===== src/rtl/count_bcd_display_mux.sv =====
// Binary-to-BCD converter (sequential double-dabble) driving a two-digit multiplexed 7-segment display.
// Optional macro COUNT_BCD_BLANK_LEADING_ZERO_EN blanks a leading zero tens digit.
module count_bcd_display_mux #(
  parameter int unsigned WIDTH     = 7,
  parameter int unsigned MAX_VALUE = 99,
  parameter int unsigned SCAN_DIV  = 1000
) (
  input  logic             clk,
  input  logic             async_reset,
  input  logic [WIDTH-1:0] count_in,
  output logic [3:0]       bcd_tens,
  output logic [3:0]       bcd_units,
  output logic             overflow,
  output logic             busy,
  output logic             valid,
  output logic [6:0]       seg_out,
  output logic [1:0]       digit_sel
);

  // Scratch holds every decimal digit of the widest input (at least tens and units).
  localparam int unsigned NIB    = ((WIDTH + 2) / 3 > 2) ? (WIDTH + 2) / 3 : 2;
  localparam int unsigned SCR_W  = 4 * NIB;
  localparam int unsigned CNT_W  = $clog2(WIDTH);
  localparam int unsigned SCAN_W = $clog2(SCAN_DIV);
  localparam logic [WIDTH-1:0] MAX_V = WIDTH'(MAX_VALUE);

  typedef enum logic [1:0] {IDLE, CONV, DONE} state_t;

  state_t             state, state_d;
  logic [WIDTH-1:0]   shift, shift_d;
  logic [WIDTH-1:0]   sample, sample_d;
  logic [WIDTH-1:0]   last_val, last_val_d;
  logic [SCR_W-1:0]   scratch, scratch_d, adj;
  logic [CNT_W-1:0]   bit_cnt, bit_cnt_d;
  logic               first_flag, first_flag_d;
  logic [3:0]         tens_d, units_d;
  logic               overflow_d, busy_d, valid_d;
  logic [SCAN_W-1:0]  scan_cnt;
  logic               sel;
  logic [6:0]         seg_c;

  function automatic logic [6:0] seg_decode(input logic [3:0] d);
    case (d)
      4'h0:    seg_decode = 7'h3F;
      4'h1:    seg_decode = 7'h06;
      4'h2:    seg_decode = 7'h5B;
      4'h3:    seg_decode = 7'h4F;
      4'h4:    seg_decode = 7'h66;
      4'h5:    seg_decode = 7'h6D;
      4'h6:    seg_decode = 7'h7D;
      4'h7:    seg_decode = 7'h07;
      4'h8:    seg_decode = 7'h7F;
      4'h9:    seg_decode = 7'h6F;
      4'hF:    seg_decode = 7'h40;
      default: seg_decode = 7'h00;
    endcase
  endfunction

  always_ff @(posedge clk or posedge async_reset) begin
    if (async_reset) state <= IDLE;
    else             state <= state_d;
  end

  // Next state and datapath: sample in IDLE, add-3/shift in CONV, publish in DONE.
  always_comb begin
    state_d      = state;
    shift_d      = shift;
    sample_d     = sample;
    last_val_d   = last_val;
    scratch_d    = scratch;
    bit_cnt_d    = bit_cnt;
    first_flag_d = first_flag;
    tens_d       = bcd_tens;
    units_d      = bcd_units;
    overflow_d   = overflow;
    busy_d       = busy;
    valid_d      = 1'b0;
    adj          = scratch;
    for (int unsigned i = 0; i < NIB; i++) begin
      if (adj[4*i +: 4] >= 4'd5) adj[4*i +: 4] = adj[4*i +: 4] + 4'd3;
    end
    unique case (state)
      IDLE: begin
        if (first_flag || (count_in != last_val)) begin
          shift_d      = count_in;
          sample_d     = count_in;
          scratch_d    = '0;
          bit_cnt_d    = '0;
          first_flag_d = 1'b0;
          busy_d       = 1'b1;
          state_d      = CONV;
        end
      end
      CONV: begin
        scratch_d = {adj[SCR_W-2:0], shift[WIDTH-1]};
        shift_d   = {shift[WIDTH-2:0], 1'b0};
        bit_cnt_d = bit_cnt + CNT_W'(1);
        if (bit_cnt == CNT_W'(WIDTH - 1)) state_d = DONE;
      end
      DONE: begin
        last_val_d = sample;
        if (sample > MAX_V) begin
          tens_d     = 4'hF;
          units_d    = 4'hF;
          overflow_d = 1'b1;
        end else begin
          tens_d     = scratch[7:4];
          units_d    = scratch[3:0];
          overflow_d = 1'b0;
        end
        valid_d = 1'b1;
        busy_d  = 1'b0;
        state_d = IDLE;
      end
      default: state_d = IDLE;
    endcase
  end

  always_ff @(posedge clk or posedge async_reset) begin
    if (async_reset) begin
      shift      <= '0;
      sample     <= '0;
      last_val   <= '0;
      scratch    <= '0;
      bit_cnt    <= '0;
      first_flag <= 1'b1;
      bcd_tens   <= 4'h0;
      bcd_units  <= 4'h0;
      overflow   <= 1'b0;
      busy       <= 1'b0;
      valid      <= 1'b0;
    end else begin
      shift      <= shift_d;
      sample     <= sample_d;
      last_val   <= last_val_d;
      scratch    <= scratch_d;
      bit_cnt    <= bit_cnt_d;
      first_flag <= first_flag_d;
      bcd_tens   <= tens_d;
      bcd_units  <= units_d;
      overflow   <= overflow_d;
      busy       <= busy_d;
      valid      <= valid_d;
    end
  end

  // Segment pattern for the currently selected digit.
  always_comb begin
    seg_c = seg_decode(sel ? bcd_tens : bcd_units);
`ifdef COUNT_BCD_BLANK_LEADING_ZERO_EN
    if (sel && (bcd_tens == 4'h0) && !overflow) seg_c = 7'h00;
`endif
  end

  // Display scan: sel = 0 units, 1 tens; toggles every SCAN_DIV cycles.
  always_ff @(posedge clk or posedge async_reset) begin
    if (async_reset) begin
      scan_cnt  <= '0;
      sel       <= 1'b0;
      seg_out   <= 7'h00;
      digit_sel <= 2'b00;
    end else begin
      if (scan_cnt == SCAN_W'(SCAN_DIV - 1)) begin
        scan_cnt <= '0;
        sel      <= ~sel;
      end else begin
        scan_cnt <= scan_cnt + SCAN_W'(1);
      end
      digit_sel <= sel ? 2'b10 : 2'b01;
      seg_out   <= seg_c;
    end
  end

endmodule


===== config.mk =====
export PLATFORM = sky130hd
export DESIGN_NAME = count_bcd_display_mux
export DESIGN_NICKNAME = d
export VERILOG_FILES = /design/src/rtl/count_bcd_display_mux.sv
export SDC_FILE = /design/constraint.sdc
export NUM_CORES = 1
export LEC_CHECK = 0
export BUFFER_PORTS_ARGS = -buffer_cell sky130_fd_sc_hd__buf_2
export CAP_MARGIN = 40
export CELL_PAD_IN_SITES_DETAIL_PLACEMENT = 0
export CELL_PAD_IN_SITES_GLOBAL_PLACEMENT = 1
export CORE_ASPECT_RATIO = 2
export CORE_MARGIN = 1.5
export CORE_UTILIZATION = 37
export CTS_CLUSTER_SIZE = 20
export DETAILED_ROUTE_END_ITERATION = 6
export PLACE_DENSITY = 0.75
export SETUP_SLACK_MARGIN = 0.02
export SLEW_MARGIN = 20
export SYNTH_ARGS = -nofsm -noshare
export SYNTH_HDL_FRONTEND = slang
export SYNTH_SLANG_ARGS = --single-unit

===== constraint.sdc =====
create_clock -name clk -period 2.3 [get_ports clk]
set_input_delay 0.69 -clock clk [delete_from_list [all_inputs] [get_ports clk]]
set_output_delay 0.69 -clock clk [all_outputs]
set_load 0.005 [all_outputs]

==> out/results.tsv <==
stage	metric	value	unit
global_route	initial antenna violation count	0	
yosys	mux cell area share after synthesis	6.08	%
floorplan	Die Wd	68.4	um
cts	clock slew at reported path FFs	0.05	ns
global_route	Overflow after GRT	0	
layout	share of cells above drive strength 1	24.5	%
setup_path	critical-path cell list	buf_2, xor2_1, nor4_4, and2_1, buf_4, o22ai_2	
placed_design	DP Area	3490	um^2
floorplan	I/O pins	29	
yosys	share of the synthesized area in the top cell type	51.3	%
yosys	leading post-synthesis cells by instance count	dfrtp_1 (65), inv_1 (20), nand2_1 (19)	
layout	nets	340	
yosys	synthesis warning total	0	
detailed_routing	Starting DRT DRC Count	105	
job	max cap viols	0	
floorplan	Core ar.	8290	um^2
global_route	vias in the first global route	2117	
layout	area delta synth->final	20.2	%
detailed_routing	routed vias	2165	
yosys	top cells by area, synth	dfrtp_1 (51%), ha_1 (5.5%), mux2_2 (3.6%)	
detailed_routing	drt first pass iters	4	
detailed_routing	DRC	0	
floorplan	Die Span Y	134	um
yosys	#FFs+latches synth	66	
layout	# fillers	761	
floorplan	std cell rows	47	
yosys	Cell variety after synth	45	
cts	H-tree lvl count	3	
min_path	Hold WC Path Type	input port to asynchronous set/reset pin	
cts	Hold Buf Count CTS	0	
global_route	largest net degree at the start of global routing	67	
floorplan	initial core utilization	38.2	%
power	pwr dens	1310	nW/um^2
cts	clock sinks	66	
detailed_routing	Wirelength per Cell	15.0	um
placed_design	GPL Wtd Cong	0.798	
yosys	share of flip-flops with an asynchronous set or reset	100	%
yosys	Synth Instances	274	
detailed_routing	overall routed net length	6.29	mm
power	Peak supply drop	0.485	mV
yosys	largest family of logic cells by synthesized area	compound AO/OA/AOI/OAI gates	
yosys	count leader, synth	dfrtp_1	
power	Leak	1.75	nW
cts	# resized after CTS	0	
setup_path	Worst Setup Path Type	input port to register	
cts	clock latency on the worst-skew pair	0.33	ns
timing	# setup viols final	0	
timing	fin crit share	81.6	%
yosys	post-synth net total	297	
yosys	Synth Area in Compound Gates	16.1	%
setup_path	Worst Setup End Kind	register	
setup_path	CP max stage delay	0.51	ns
yosys	largest area contributor in the netlist	dfrtp_1	
timing	clk_skew	0.00816	ns
timing	WHS	0.431	ns
yosys	Mapped Area	3170	um^2
cts	worst-case clock buffer depth	2	
timing	FMAX	0.533	GHz
layout	area of the multi-input gates	1380	um^2
global_route	first-pass GRT wire length	10.5	mm
yosys	register area share after synthesis	52.2	%
timing	Slew Limit Fails	0	
yosys	ys flop type	dfrtp_1	
setup_path	CP arrival	2.09	ns
power	Psw	1.59	mW
yosys	Synth Area in Simple Gates	10.7	%
setup_path	Max FO, Critical Path	9	
timing	RSZ-0062 raised after global routing	false	
layout	number of diodes	0	
layout	final instance area	3810	um^2
timing	Slew @ Worst Pin	0.581	ns
timing	setup_tns	0	ns
yosys	Syn Area/Cell	11.6	um^2
setup_path	Critical-path top delay cell	nor4_4	
detailed_routing	via/cell ratio	5.15	
setup_path	R2R cell count	5	
timing	Final Critical Period	1.88	ns
cts	CTS root buffer	clkbuf_16	
power	Clock power frac	29.1	%
yosys	Synth Area in XOR/XNOR	5.25	%
setup_path	Worst Setup Start Kind	input port	
global_route	total track usage	15.5	%
power	Switching Fraction	31.8	%
placed_design	I/O Buffers	28	
floorplan	die area	9160	um^2
detailed_routing	Routed Antenna Nets	0	
yosys	EDFF count, synth	0	
setup_path	Critical Path RT	2.51	ns
placed_design	DP HPWL	4.56	mm
power	internal power	3.41	mW
timing	final hold vios	0	
yosys	fraction of the mapped netlist area in adder cells	5.53	%
power	Logic pwr share	33.1	%
timing	relative slew slack	60.2	%
cts	TritonCTS clock tree	done	
cts	post-CTS setup buffers	0	
outcome	outcome	complete, no violations	
cts	Inserted Clock Buffers	9	
power	Reg power frac	37.8	%
layout	sequential cell area	1650	um^2
power by group through the flow:
stage                     Sequential, mW  Combinational (mW)  Clock (mW)
after floorplan                     1.83                1.21           0
after global placement              1.91                1.65           0
after detailed placement            1.92                1.68           0
after CTS                           1.90                1.69        1.49
after global routing                1.96                1.88        1.54
final                               1.89                1.66        1.46
layout make-up:
cell class,count,share of cell area (%)
clock inverter,2,1.58
sequential,66,43.4
clock buffer,14,6.67
timing repair buffer,42,6.77
multi-input combinational,178,36.3
tap,98,3.22
inverter,20,2.07
worst paths after layout:
check / start / to / slack (ns)
worst max-delay path: count_in[4] / sample[5]$_DFFE_PP0P_ / 0.42
worst min-delay path: async_reset / scan_cnt[7]$_DFF_PP0_ / 0.43
worst max register to register: last_val[4]$_DFFE_PP0P_ / sample[5]$_DFFE_PP0P_ / 0.52
worst min register to register: scan_cnt[0]$_DFF_PP0_ / scan_cnt[0]$_DFF_PP0_ / 0.47
max in group asynchronous: async_reset / bit_cnt[2]$_DFFE_PP0P_ / 1.54
min in group clk: scan_cnt[0]$_DFF_PP0_ / scan_cnt[0]$_DFF_PP0_ / 0.47
routing by layer:
layer  track usage (%)  wire length [um]  up-vias
met5                 0                 0        -
met4              7.89               204        0
met3              4.28               206       14
met2              26.0              3430       35
met1              17.3              2450     1056
li1                  -                 -     1060
critical path: cells and delay by family:
family | cells | cell delay, ns
xor+xnor | 1 | 0.17
buf+inv | 2 | 0.32
compound gates | 1 | 0.07
simple gates | 2 | 0.83
logic make-up after synthesis:
logic type                 Yosys count
AOI/OAI and AO/OA                   66
DFF                                 66
buffers and inverters               30
muxes                               17
and+or+nand+nor                     62
xor gates and xnor gates            19
adders and majority gates           14
sequential cells by signal (all words and copies together), names as in the netlist:
signal	cells
scan_cnt	10
scratch	8
last_val	7
sample	7
seg_out	7
shift	7
bcd_tens	4
bcd_units	4
bit_cnt	3
digit_sel	2
state	2
busy	1
first_flag	1
overflow	1
sel	1
valid	1
placed cells by master, fill, tap and decap left out, drive strengths merged, types with 11 or more instances in the layout:
| cell | instances |
|---|---|
| a21oi | 11 |
| buf | 42 |
| clkbuf | 14 |
| dfrtp | 65 |
| ha | 14 |
| inv | 19 |
| mux2 | 12 |
| nand2 | 19 |
| nor2 | 14 |
| o21ai | 11 |
| xor2 | 12 |
through the flow:
step	utilization [%]	worst slack (ns)	total power, mW	std cells
2_1_floorplan	-	0.363	3.05	274
3_3_place_gp	42.1	0.124	3.56	404
3_5_place_dp	42.1	0.0776	3.60	404
4_1_cts	45.9	0.434	5.08	420
5_1_grt	45.9	0.323	5.38	420
6_report	45.9	0.424	5.01	420
Note: power is estimated with default switching activity, not from simulation.
